===== config.mk =====
export PLATFORM = sky130hd
export DESIGN_NAME = rv_fetch_buf
export DESIGN_NICKNAME = d
export VERILOG_FILES = /design/src/rtl/rv_fetch_buf.sv
export SDC_FILE = /design/constraint.sdc
export NUM_CORES = 1
export LEC_CHECK = 0
export CAP_MARGIN = 10
export CORE_ASPECT_RATIO = 1.75
export CORE_UTILIZATION = 40
export CTS_CLUSTER_SIZE = 8
export DETAILED_ROUTE_END_ITERATION = 10
export GPL_TIMING_DRIVEN = 0
export HOLD_SLACK_MARGIN = 0.03
export MAX_ROUTING_LAYER = met4
export PLACE_DENSITY_LB_ADDON = 0.05
export SYNTH_ARGS = -nofsm -noshare
export SYNTH_HDL_FRONTEND = slang
export SYNTH_SLANG_ARGS = --single-unit

===== constraint.sdc =====
create_clock -name clk -period 2.7 [get_ports clk]
set_clock_uncertainty 0.2 [all_clocks]
set_input_delay 0.27 -clock clk [delete_from_list [all_inputs] [get_ports clk]]
set_output_delay 0.27 -clock clk [all_outputs]
set_load 0.01 [all_outputs]

===== src/rtl/rv_fetch_buf.sv =====
// rv_fetch_buf: instruction-fetch front end for the RV32 pipeline.
// A PC generator drives a synchronous IMEM port that allows one request
// in flight; responses land in a DEPTH-entry circular queue that decode
// drains through a valid/ready handshake. A redirect pulse flushes the
// queue and the outstanding request, then restarts fetch at the target.
//
// Optional feature, selected by the RV_FETCH_JAL_PREDECODE_EN macro:
// JAL instructions are recognised as they arrive from IMEM and fetch is
// steered to the jump target in the same cycle. The queue entry is tagged
// with d_pred so that decode can skip its own JAL redirect.
module rv_fetch_buf #(
    parameter int              XLEN     = 32,
    parameter int              DEPTH    = 4,
    parameter logic [XLEN-1:0] RESET_PC = '0
) (
    input  logic                       clk,
    input  logic                       rst_n,
    output logic                       imem_req,
    output logic [XLEN-1:0]            imem_addr,
    input  logic [31:0]                imem_rdata,
    input  logic                       redirect_valid,
    input  logic [XLEN-1:0]            redirect_pc,
    output logic                       d_valid,
    input  logic                       d_ready,
    output logic [31:0]                d_instr,
    output logic [XLEN-1:0]            d_pc,
    output logic [XLEN-1:0]            d_pc_p4,
    output logic                       d_pred,
    output logic [$clog2(DEPTH+1)-1:0] count
);

    localparam int PW = $clog2(DEPTH);
    localparam int CW = $clog2(DEPTH + 1);
    // One extra bit so that count + inflight cannot overflow in the credit check.
    localparam int OW = CW + 1;

    logic [XLEN-1:0] r_fpc;
    logic [XLEN-1:0] r_inflightPc;
    logic            r_inflight;
    logic [PW-1:0]   r_rdPtr;
    logic [PW-1:0]   r_wrPtr;
    logic [CW-1:0]   r_count;

    logic [31:0]     r_qInstr [DEPTH];
    logic [XLEN-1:0] r_qPc    [DEPTH];

    logic            w_valid;
    logic            w_pop;
    logic            w_push;
    logic            w_req;
    logic            w_predHit;
    logic [OW-1:0]   w_occ;
    logic [XLEN-1:0] w_addr;
    logic [XLEN-1:0] w_nextFpc;

    // The low two bits of the redirect target are dropped, so they are collected here.
    logic            w_unusedBits;
    assign w_unusedBits = ^redirect_pc[1:0];

`ifdef RV_FETCH_JAL_PREDECODE_EN
    logic [20:0]     w_jImm21;
    logic [XLEN-1:0] w_jImm;
    assign w_jImm21 = {imem_rdata[31], imem_rdata[19:12], imem_rdata[20],
                       imem_rdata[30:21], 1'b0};
    assign w_jImm   = XLEN'($signed(w_jImm21));
`endif

    assign w_valid = (r_count != '0);
    assign w_pop   = w_valid & d_ready;
    assign w_push  = r_inflight & ~redirect_valid;

    // Occupancy after this cycle's pop, counting the response still in flight.
    assign w_occ = OW'(r_count) + OW'(r_inflight) - OW'(w_pop);
    assign w_req = rst_n & ~redirect_valid & (w_occ < OW'(DEPTH));

    // Fetch address selection: sequential PC, or a JAL target found in the arriving word.
    always_comb begin
        w_predHit = 1'b0;
        w_addr    = r_fpc;
`ifdef RV_FETCH_JAL_PREDECODE_EN
        w_predHit = w_push & (imem_rdata[6:0] == 7'h6F);
        if (w_predHit) begin
            w_addr = r_inflightPc + w_jImm;
        end
`endif
    end

    // Next sequential PC; a JAL seen while the queue is full still retargets
    // fpc so the tagged entry is never followed by a fall-through fetch.
    always_comb begin
        if (w_req) begin
            w_nextFpc = w_addr + XLEN'(4);
        end else if (w_predHit) begin
            w_nextFpc = w_addr;
        end else begin
            w_nextFpc = r_fpc;
        end
    end

    // Control state: PC generator, outstanding request and queue pointers; redirect wins over all traffic.
    always_ff @(posedge clk) begin
        if (!rst_n) begin
            r_fpc        <= RESET_PC;
            r_inflight   <= 1'b0;
            r_inflightPc <= '0;
            r_rdPtr      <= '0;
            r_wrPtr      <= '0;
            r_count      <= '0;
        end else if (redirect_valid) begin
            r_fpc      <= {redirect_pc[XLEN-1:2], 2'b00};
            r_inflight <= 1'b0;
            r_rdPtr    <= '0;
            r_wrPtr    <= '0;
            r_count    <= '0;
        end else begin
            r_inflight <= w_req;
            if (w_req) begin
                r_inflightPc <= w_addr;
            end
            r_fpc <= w_nextFpc;
            if (w_push) begin
                r_wrPtr <= r_wrPtr + PW'(1);
            end
            if (w_pop) begin
                r_rdPtr <= r_rdPtr + PW'(1);
            end
            r_count <= r_count + CW'(w_push) - CW'(w_pop);
        end
    end

    // Queue storage: the response word and its PC are captured at the write pointer.
    always_ff @(posedge clk) begin
        if (w_push) begin
            r_qInstr[r_wrPtr] <= imem_rdata;
            r_qPc[r_wrPtr]    <= r_inflightPc;
        end
    end

`ifdef RV_FETCH_JAL_PREDECODE_EN
    logic r_qPred [DEPTH];

    // Predecode tag storage, written alongside the instruction.
    always_ff @(posedge clk) begin
        if (w_push) begin
            r_qPred[r_wrPtr] <= w_predHit;
        end
    end

    assign d_pred = w_valid & r_qPred[r_rdPtr];
`else
    assign d_pred = 1'b0;
`endif

    // Head fields are forced to zero when the queue is empty so reset and flush look clean.
    assign d_valid   = w_valid;
    assign d_instr   = w_valid ? r_qInstr[r_rdPtr] : 32'h0;
    assign d_pc      = w_valid ? r_qPc[r_rdPtr] : '0;
    assign d_pc_p4   = w_valid ? (r_qPc[r_rdPtr] + XLEN'(4)) : '0;
    assign count     = r_count;
    assign imem_req  = w_req;
    assign imem_addr = w_addr;

endmodule


Word-level counts from Yosys, hierarchy flattened
Memory sizes are Yosys's and may differ from the RTL's. A register that Yosys moved wholly into a read port is not among the register bits.
Cells that the tools add are included.
Widths: inputs -> output; s select.
{ "totals": {"romBits": 0, "mem_bits_rw": 256, "latchBits": 0, "ff_bits": 72, "memories": 2} }
{ "mem_list": {"columns": ["name", "words", "width", "rd", "rd_ports_with_merged_regs", "write_ports", "line_no", "rtl"], "rows": [
  ["r_qInstr", 4, 32, 1, 1, 1, "44", "logic [31:0] r_qInstr [DEPTH];"],
  ["r_qPc", 4, 32, 1, 1, 1, "45", "logic [XLEN-1:0] r_qPc [DEPTH];"]
]} }
{ "classes": {"n_reduce_logical": 4, "div": 0, "n_mux": 11, "mul": 0, "n_bitwise": 6, "n_eq_ne": 0, "n_lt_le_gt_ge": 1, "n_shift": 0, "addsub": 8} }
{ "op_table": {"columns": ["cell", "count"], "rows": [
  ["$mux 32", 5],
  ["$add 32x3->32 const B", 2],
  ["$mux 2", 4],
  ["$add 2x1->2 const B", 2],
  ["$add 3x1->4", 1],
  ["$and 1x1->1", 4],
  ["$lt 4x3->1 const B", 1],
  ["$sub 4x1->4", 1],
  ["$add 3x1->3", 1],
  ["$reduce_bool 3->1", 1],
  ["$sub 3x1->3", 1],
  ["$mux 1", 2],
  ["$not 1->1", 2],
  ["$reduce_and 2->1", 1],
  ["$reduce_bool 2->1", 1],
  ["$reduce_or 2->1", 1]
]} }

Longest topological paths before layout
Gate-level depths: netlist (run 1).
{ "logic_depth": {"depth_word": 7, "ltp_mapped": 14, "depth_no_buf": 12} }

Worst setup path after synthesis (run 1)
OpenSTA, ideal clock, no wires.
{ "synth_path": {"path_kind": "reg-to-reg", "start": "register r_count[2] (netlist: count[2])", "end": "register r_fpc[17] (netlist: imem_addr[17])", "stages_incl_launch_ff": 12, "path_slack_ns": -0.247, "arrival_time_ns": 2.625, "synth_period_minus_slack_ns": 2.947, "path_cell_list": "dfxtp_1 > nor3_1 > inv_1 > nand2_1 > or2_2 > ha_1 > nand2_1 > o21a_1 > o311ai_4 > clkbuf_1 > a21oi_1 > a221o_1"} }
{ "synth_between": {"elab_chain_cells": 6, "word_cells_on_any_way": 7, "cone_classes": "2 x add/sub; 1 x order compare; 2 x bitwise; 2 x reduce/logical"} }
{ "synth_lines": {"columns": ["item", "line_no", "rtl"], "rows": [
  ["start, declared", "42", "logic [CW-1:0] r_count;"],
  ["start signal, assigned", "127", "r_count <= r_count + CW'(w_push) - CW'(w_pop);"],
  ["parallel branches: the longest is 2 deep, another holds $add 3x1->4", null, null],
  ["$sub 4x1->4 *", "73", "assign w_occ = OW'(r_count) + OW'(r_inflight) - OW'(w_pop);"],
  ["$lt 4x3->1 *", "74", "assign w_req = rst_n & ~redirect_valid & (w_occ < OW'(DEPTH));"],
  ["$and 1x1->1 *", "74", null],
  ["$reduce_bool 2->1 (no line) *", null, null],
  ["end signal, assigned", "110", "r_fpc <= {redirect_pc[XLEN-1:2], 2'b00};"],
  ["end signal, assigned", "120", "r_fpc <= w_nextFpc;"],
  ["end, declared", "37", "logic [XLEN-1:0] r_fpc;"]
]} }
Every way passes the cells marked *.
A chain may end at the register's enable or synchronous reset.

==> flow_summary_export.csv, run 1 <==
group,metric,value,unit
power_and_ir_drop,peakVddDrop,0.395,mV
die,rows,88,
route,drt_pass1_iterations,5,
clock_tree,path_clk_slew,0.05,ns
timing,fin_crit,3.25,ns
route,ant_nets,0,
synth,synthFlopType,"edfxtp_1",
global_route,antenna_found_initial,0,
outcome,violations,"setup timing",
die,die-area,34500,sq um
clock_tree,cts_tree,"yes",
hold_path,holdCritStartpoint,"redirect_pc[25]",
final_layout,final_cells,1741,
critical_path,worstPathArrival,2.78,ns
placement,routabilityCongestion,0.887,
critical_path,cp_max_fo,10,
route,routed_wl,35900,um
route,viasPerCell,5.13,
final_layout,drive_gt1_share,34.0,%
synth,synth_edf_count,248,
hold_path,hp-class,"in -> reg",
timing,finalCritPeriodShare,121,%
timing,hold_viol,0,
power_and_ir_drop,power-per-cell-area,632,nW/um^2
outcome,status,"complete, but fails checks",
placement,placed_cells,1568,
clock_tree,cts_made_buffers,45,
synth,yosysWarningCount,0,
timing,worst_slack,-0.555,ns
die,coreArea,33100,sq um
power_and_ir_drop,total_power,12.1,mW
timing,max_freq,0.307,GHz
global_route,first_global_vias,9315,
route,wl_per_cell,20.6,um
clock_tree,ctsHoldBuffers,0,
timing,setup_violations,107,
route,drtIter0Drc,405,
final_layout,final_core_util,57.7,%
clock_tree,clockBufferDepth,3,
critical_path,r2r-start,"count[2]",
synth,netlist_instances,917,
critical_path,required,2.23,ns
clock_tree,ctsHtreeMaxLevel,2,
clock_tree,cts-root-buf,"clkbuf_16",
route,vias,8930,
critical_path,critPathKind,"reg -> out",
final_layout,nets,1351,
critical_path,critPathCaptureType,"primary output",
final_layout,area_delta_synth_final,41.6,%
clock_tree,clk_latency,0.54,ns
global_route,grt_pass1_wl,53500,um
timing,max_slew_margin,41.4,%
global_route,overflow,0,
timing,fin_tns_setup,-30.73,ns
die,die_y,245,um
synth,synth_area,13500,sq um
route,remaining_drc_errors,0,
global_route,grt_max_degree,42,
die,boundaryPins,202,
die,die_x,141,um
final_layout,n_antenna_cell,0,
clock_tree,cts.sinks,318,
critical_path,reg2reg_slack,-0.30,ns
global_route,grt_usage,21.4,%
power_and_ir_drop,leakage,6.87,nW
synth,ys_ff_latch,318,
run,maxCapViolations,0,
timing,slew_viol_final,0,
timing,tightest_slew,0.879,ns
synth,yosysSeqAreaShare,65.6,%
synth,avgSynthCellArea,14.7,sq um
synth,synth_cell_types,55,
synth,synthArstFlopShare,0,%
critical_path,start_kind,"register",
placement,place_ws,-1.40,ns
placement,portBuffers,191,
placement,dp_hpwl,22900,um
die,initial_utilization,40.7,%
timing,grt_setup_unrepaired,"true",
state kept, by name, summed over array words and instances (netlist names), named ones only:
register / flops
count: 3
imem_addr: 30
r_inflight: 1
r_inflightPc: 30
r_qInstr: 128
r_qPc: 120
r_rdPtr: 2
r_wrPtr: 2
cell usage in the layout, fill, tap and decap left out, types with 24 or more instances in the layout:
master           instances
buf_2                   50
mux4_2                  62
clkbuf_1                30
and2_1                  43
nand2_1                104
and2_4                  31
buf_4                   53
clkdlybuf4s50_1        103
a21boi_1                24
nor2_1                  46
dfxtp_1                 66
buf_6                   75
clkbuf_16               53
edfxtp_1               248
cells by family after synthesis:
| logic type | synth area share [%] |
|---|---|
| flops | 65.6 |
| other cells | 0.0278 |
| mux | 10.5 |
| fa+ha+maj | 0.983 |
| compound gates | 5.36 |
| xor+xnor | 2.60 |
| simple gates | 12.3 |
| buf+inv | 2.67 |
per-layer routing:
| metal | wire [um] | global-route usage, % |
|---|---|---|
| met3 | 1440 | 3.08 |
| met5 | 0 | - |
| met2 | 19800 | 39.6 |
| met4 | 1530 | 10.4 |
| met1 | 13100 | 22.0 |
synth_stat cells, types with 2 or more instances:
master	n	area share [%]
xnor2_1	15	0.97
o311ai_1	5	0.32
a22oi_1	2	0.11
xor2_1	25	1.6
mux4_2	62	10
a21boi_0	10	0.56
nor2b_1	3	0.14
buf_4	9	0.50
a41oi_1	7	0.45
nor3b_1	3	0.17
inv_2	2	0.056
ha_1	9	0.83
or3_1	3	0.14
nor4b_1	2	0.13
or2_2	3	0.14
and2_1	74	3.4
buf_2	17	0.63
and3_1	9	0.42
nor2_1	48	1.3
buf_6	3	0.25
inv_1	11	0.31
mux2i_1	2	0.15
o2111ai_1	2	0.13
nor4_4	3	0.47
o21ai_0	10	0.37
nand4_1	23	1.1
nand2_1	110	3.1
edfxtp_1	248	55
a21boi_1	20	1.1
o211ai_1	4	0.22
nand3_1	17	0.63
a21o_1	2	0.11
clkbuf_1	28	0.78
a221o_1	7	0.52
and4_1	2	0.13
nor4_1	2	0.093
a21oi_1	13	0.48
nor3_1	9	0.33
nand4_4	2	0.32
o21ba_2	3	0.22
dfxtp_1	70	10
a31oi_1	5	0.23
critical path, cell delays in order (launching register included):
cell	delay, ns
dfxtp_2	0.33
buf_8	0.14
buf_8	0.15
mux4_2	0.40
nand3_4	0.12
buf_4	0.17
nor3_2	0.24
buf_4	0.16
nand4_1	0.11
xor2_1	0.17
nor2_1	0.11
buf_2	0.15
per-stage QoR:
| step | hold slack, ns | cell area, sq um |
|---|---|---|
| 3_3_place_gp | 0.277 | 16100 |
| 5_1_grt | 0.129 | 19100 |
| 6_report | 0.105 | 19100 |
| 2_1_floorplan | 0.169 | 13600 |
| 4_1_cts | 0.0841 | 18500 |
| 3_5_place_dp | 0.291 | 16100 |
layout make-up:
type / instances / area (sq um)
fillers: 2740 / 14000
flip-flops and latches: 318 / 8860
inverters: 13 / 58.8
clock buffers: 64 / 1250
multi-input cells: 534 / 4730
clock inverters: 1 / 8.76
plain buffers: 56 / 539
repair buffers: 305 / 3100
well taps: 450 / 563
final timing paths:
path                   endpoint  cells after the start
setup / recovery    d_pc_p4[27]                     11
hold reg to reg    r_qPc[0][22]                      0
hold / removal    imem_addr[25]                      3
setup reg to reg  imem_addr[23]                     16
what timing repair did:
action,4_1_cts,5_1_grt
pin swaps,42,39
cloned,10,4
gates resized for setup,482,107
setup buffers,70,39
setup endpoints to repair,154,143
power breakdown:
group	internal (mW)	switching, mW	total, mW	leakage (nW)
Sequential	5.37	0.0864	5.46	2.87
Combinational	0.799	0.717	1.52	3.39
Clock	3.15	1.95	5.09	0.610
No activity file was read; power rests on OpenSTA's default activity.
==> inputs of run 2 (changes only) <==
==> constraint.sdc (replaced) <==
create_clock -name clk -period 2.71 [get_ports clk]
set_clock_uncertainty 0.2 [all_clocks]
set_input_delay 0.271 -clock clk [delete_from_list [all_inputs] [get_ports clk]]
set_output_delay 0.271 -clock clk [all_outputs]
set_load 0.01 [all_outputs]
==> flow_summary_export.csv, run 2 (synthesis gave the netlist of run 1 again) <==
group,metric,value,unit
outcome,status,"complete, but fails checks",
outcome,violations,"setup timing",
route,drt_pass1_iterations,5,
final_layout,final_cell_mix,"edfxtp_1, clkdlybuf4s50_1, nand2_1",
global_route,first_global_vias,9427,
clock_tree,clockBufferDepth,3,
die,rows,88,
timing,fin_crit,3.21,ns
critical_path,path_cells,"buf_8, buf_12, mux4_2, nand4_4, nor4_4, buf_4, buf_12, nand4_1, xor2_1, nor2_1, buf_2",
timing,grt_setup_unrepaired,"true",
placement,place_area,16200,sq um
clock_tree,clk_latency,0.53,ns
final_layout,largest_reg_flops,128,
power_and_ir_drop,power-per-cell-area,622,nW/um^2
die,coreArea,33100,sq um
placement,dp_hpwl,22600,um
critical_path,required,2.24,ns
die,die-area,34500,sq um
global_route,grt_usage,21.4,%
final_layout,layout_commonest_cell,"edfxtp_1",
final_layout,top_regs,"r_qInstr (128), r_qPc (120)",
clock_tree,cts_made_buffers,45,
clock_tree,cts-root-buf,"clkbuf_16",
critical_path,reg2reg_slack,-0.21,ns
timing,max_freq,0.312,GHz
timing,worst_slack,-0.496,ns
placement,placed_cells,1568,
timing,hold_viol,0,
critical_path,slowest_delay,0.38,ns
placement,routabilityCongestion,0.911,
critical_path,critPathSlowestCell,"mux4_2",
critical_path,worstPathArrival,2.73,ns
route,wl_per_cell,20.4,um
route,viasPerCell,5.11,
power_and_ir_drop,p_int,9.13,mW
clock_tree,path_clk_slew,0.05,ns
die,die_y,245,um
critical_path,critPathKind,"reg -> out",
clock_tree,ctsHtreeMaxLevel,2,
final_layout,area_delta_synth_final,40.7,%
power_and_ir_drop,leakage,6.83,nW
power_and_ir_drop,clkPwrFrac,41.3,%
final_layout,final-seq-area,8860,sq um
timing,tightest_slew,0.880,ns
run,maxCapViolations,0,
route,routed_wl,35200,um
final_layout,final_area,19000,sq um
global_route,grt_max_degree,47,
global_route,grt_pass1_wl,53500,um
route,remaining_drc_errors,0,
power_and_ir_drop,peakVddDrop,0.360,mV
die,die_x,141,um
final_layout,n_fill_cell,2715,
critical_path,start_kind,"register",
final_layout,largest_register,"r_qInstr",
power_and_ir_drop,p_comb_share,12.6,%
route,drtIter0Drc,335,
clock_tree,cts_tree,"yes",
route,vias,8815,
critical_path,cp_common_cell,"buf_12",
global_route,antenna_found_initial,0,
placement,portBuffers,191,
power_and_ir_drop,switching_share,22.7,%
final_layout,n_antenna_cell,0,
power_and_ir_drop,pwr-share-seq,46.1,%
timing,max_slew_margin,41.3,%
die,boundaryPins,202,
route,ant_nets,0,
clock_tree,ctsHoldBuffers,0,
power_and_ir_drop,p_sw,2.68,mW
timing,finalCritPeriodShare,118,%
final_layout,nets,1339,
final_layout,multi_input_area,4840,sq um
final_layout,final_cells,1724,
timing,setup_violations,96,
clock_tree,cts.sinks,318,
hold_path,hp-class,"in -> reg",
critical_path,critPathCaptureType,"primary output",
final_layout,drive_gt1_share,36.9,%
critical_path,cp_max_fo,6,
global_route,overflow,0,
timing,slew_viol_final,0,
die,initial_utilization,40.7,%
-- run 2: final timing paths --
check                                       from                to  cells after the start
worst min-delay path             redirect_pc[16]     imem_addr[16]                      3
worst max register to register          count[0]     imem_addr[29]                     15
worst min register to register  r_inflightPc[12]  r_inflightPc[12]                      2
worst max-delay path                    register       d_pc_p4[28]                     11
-- run 2: cell type report --
class / instances / share of cell area [%]
timing repair buffer: 296 / 15.6
multi-input combinational: 534 / 25.5
clock buffer: 60 / 6.28
sequential: 318 / 46.7
tap: 450 / 2.97
buffer: 53 / 2.64
inverter: 13 / 0.297
-- run 2: routing by layer --
metal / track usage [%] / up-vias / share of wire [%]
li1: - / 4125 / -
met3: 3.32 / 83 / 4.2
met1: 21.8 / 4342 / 37
met5: - / - / 0
met4: 9.81 / 0 / 4.6
met2: 40.0 / 265 / 55
-- run 2: worst max-delay path, delay by kind of cell, from the launching register on --
family        cells  cell delay (ns)
flops             1             0.33
xor+xnor          1             0.17
simple gates      4             0.60
mux               1             0.38
buf+inv           5             0.72
-- run 2: per-stage QoR --
step	util (%)	setup slack (ns)	hold WS [ns]	power (mW)	setup TNS [ns]
after floorplan	-	-0.0141	0.170	6.07	-0.0286
after global placement	48.4	-1.47	0.275	6.67	-320.22
after detailed placement	48.8	-1.48	0.290	6.69	-116.70
after CTS	56.3	-0.545	0.0936	11.9	-23.06
after global routing	57.3	-0.652	0.149	12.2	-31.30
final	57.3	-0.496	0.122	11.8	-21.83
-- run 2: power by group through the flow --
stage	clock [mW]	combinational [mW]	sequential, mW
detailed placement	0	1.15	5.53
CTS	4.99	1.44	5.44
finish	4.88	1.49	5.45
floorplan	0	0.547	5.52
global placement	0	1.14	5.53
global route	5.19	1.59	5.45
-- run 2: timing repair --
item	4_1_cts	5_1_grt
setup buffers	80	23
resized for setup	529	149
cloned	10	1
pin swaps	63	45
setup endpoints to repair	154	149
==> inputs of run 3 (changes only) <==
--- a/config.mk
+++ b/config.mk
@@ -8,12 +8,14 @@
 export CAP_MARGIN = 10
 export CORE_ASPECT_RATIO = 1.75
 export CORE_UTILIZATION = 40
+export CTS_BUF_LIST = sky130_fd_sc_hd__clkbuf_4
 export CTS_CLUSTER_SIZE = 8
 export DETAILED_ROUTE_END_ITERATION = 10
 export GPL_TIMING_DRIVEN = 0
 export HOLD_SLACK_MARGIN = 0.03
 export MAX_ROUTING_LAYER = met4
 export PLACE_DENSITY_LB_ADDON = 0.05
+export SKIP_LAST_GASP = 1
 export SYNTH_ARGS = -nofsm -noshare
 export SYNTH_HDL_FRONTEND = slang
 export SYNTH_SLANG_ARGS = --single-unit
==> flow_summary_export.csv, run 3 (synthesis gave the netlist of run 1 again) <==
group,metric,value,unit
timing,finalCritPeriodShare,127,%
final_layout,drive_gt1_share,35.6,%
timing,worst_slack,-0.727,ns
route,wl_per_cell,18.9,um
placement,placed_cells,1568,
outcome,status,"complete, but fails checks",
placement,routabilityCongestion,0.911,
route,ant_nets,0,
global_route,grt_pass1_wl,54500,um
critical_path,critPathKind,"reg -> out",
global_route,antenna_found_initial,1,
timing,fin_crit,3.44,ns
clock_tree,cts-root-buf,"clkbuf_4",
die,die-area,34500,sq um
clock_tree,cts_tree,"yes",
final_layout,final_area,19400,sq um
route,top_layer_used,"met4",
global_route,grt_max_degree,47,
final_layout,final-seq-area,8860,sq um
die,boundaryPins,202,
final_layout,multi_input_area,4650,sq um
timing,slew_viol_final,0,
clock_tree,cts.sinks,318,
critical_path,cp_max_fo,5,
power_and_ir_drop,total_power,11.1,mW
die,rows,88,
final_layout,final_cells,1881,
timing,whs,0.240,ns
clock_tree,clockBufferDepth,3,
clock_tree,ctsHtreeMaxLevel,3,
route,dr_wl_met3,1420,um
die,die_y,245,um
timing,max_freq,0.291,GHz
final_layout,area_delta_synth_final,43.7,%
placement,place_area,16200,sq um
final_layout,nets,1453,
critical_path,worstPathArrival,2.97,ns
power_and_ir_drop,power-per-cell-area,570,nW/um^2
critical_path,critPathCaptureType,"primary output",
timing,setup_violations,119,
critical_path,start_kind,"register",
final_layout,final_cell_mix,"edfxtp_1, clkbuf_4, nand2_1",
global_route,grt_usage,22.0,%
outcome,violations,"setup timing",
die,initial_utilization,40.7,%
clock_tree,cts_made_buffers,74,
timing,max_slew_margin,54.2,%
power_and_ir_drop,peakVddDrop,0.310,mV
route,viasPerCell,4.96,
hold_path,hp-class,"in -> reg",
final_layout,n_fill_cell,2772,
placement,dp_hpwl,22600,um
placement,portBuffers,191,
timing,grt_setup_unrepaired,"true",
final_layout,largest_register,"r_qInstr",
route,drt_pass1_iterations,5,
global_route,overflow,0,
timing,tightest_slew,0.687,ns
route,wl_met1,13000,um
die,coreArea,33100,sq um
run,maxCapViolations,0,
clock_tree,clk_latency,0.75,ns
power_and_ir_drop,leakage,7.18,nW
final_layout,layout_commonest_cell,"edfxtp_1",
route,remaining_drc_errors,0,
route,drtIter0Drc,303,
timing,hold_viol,0,
final_layout,largest_reg_flops,128,
timing,fin_tns_setup,-42.37,ns
clock_tree,path_clk_slew,0.06,ns
final_layout,final_core_util,58.5,%
die,die_x,141,um
route,wl_met2,19600,um
placement,place_ws,-1.48,ns
route,vias,9322,
global_route,first_global_vias,10000,
route,routed_wl,35500,um
final_layout,top_regs,"r_qInstr (128), r_qPc (120)",
critical_path,required,2.24,ns
[run 3: per-layer routing]
layer	global-route usage (%)	vias to the layer above
li1	-	4408
met1	21.4	4585
met2	40.6	259
met3	3.32	70
met4	13.2	0
met5	-	-
[run 3: layout make-up]
| type | count | area share [%] |
|---|---|---|
| inverters | 13 | 0.303 |
| flip-flops and latches | 318 | 45.7 |
| clock inverters | 22 | 0.968 |
| plain buffers | 53 | 2.50 |
| clock buffers | 109 | 4.22 |
| well taps | 450 | 2.90 |
| multi-input cells | 534 | 24.0 |
| repair buffers | 381 | 19.5 |
| diodes | 1 | 0.0129 |
[run 3: power breakdown]
part	leakage (nW)	switching [mW]	internal, mW
registers	2.87	0.0864	5.34
logic	3.73	0.713	0.858
clock network	0.592	1.84	2.22
total	7.18	2.64	8.42
[run 3: worst paths after layout]
kind	startpoint	to	slack (ns)	cells past startpoint
max	register	d_pc_p4[28]	-0.73	11
min	d_ready	register	0.24	4
max reg2reg	count[2]	imem_addr[17]	-0.36	17
min reg2reg	r_inflightPc[4]	r_qPc[1][4]	0.29	0
[run 3: worst max-delay path: stages, from the launching register on]
cell and delay, ns:
dfxtp_2 0.34, buf_8 0.15, buf_12 0.14, mux4_2 0.39, nand4_4 0.17, nor4_4 0.27, buf_4 0.18, buf_12 0.11
nand4_1 0.08, xor2_1 0.17, nor2_1 0.10, buf_2 0.15
[run 3: timing repair]
action                                 in CTS  in global routing
setup endpoints to repair                 155                132
gates resized for setup                   443                148
endpoints found under the hold margin     176                  0
pin swaps                                  37                 25
setup buffers                              84                 47
hold buffers                               64                  0
gates cloned                                6                  0
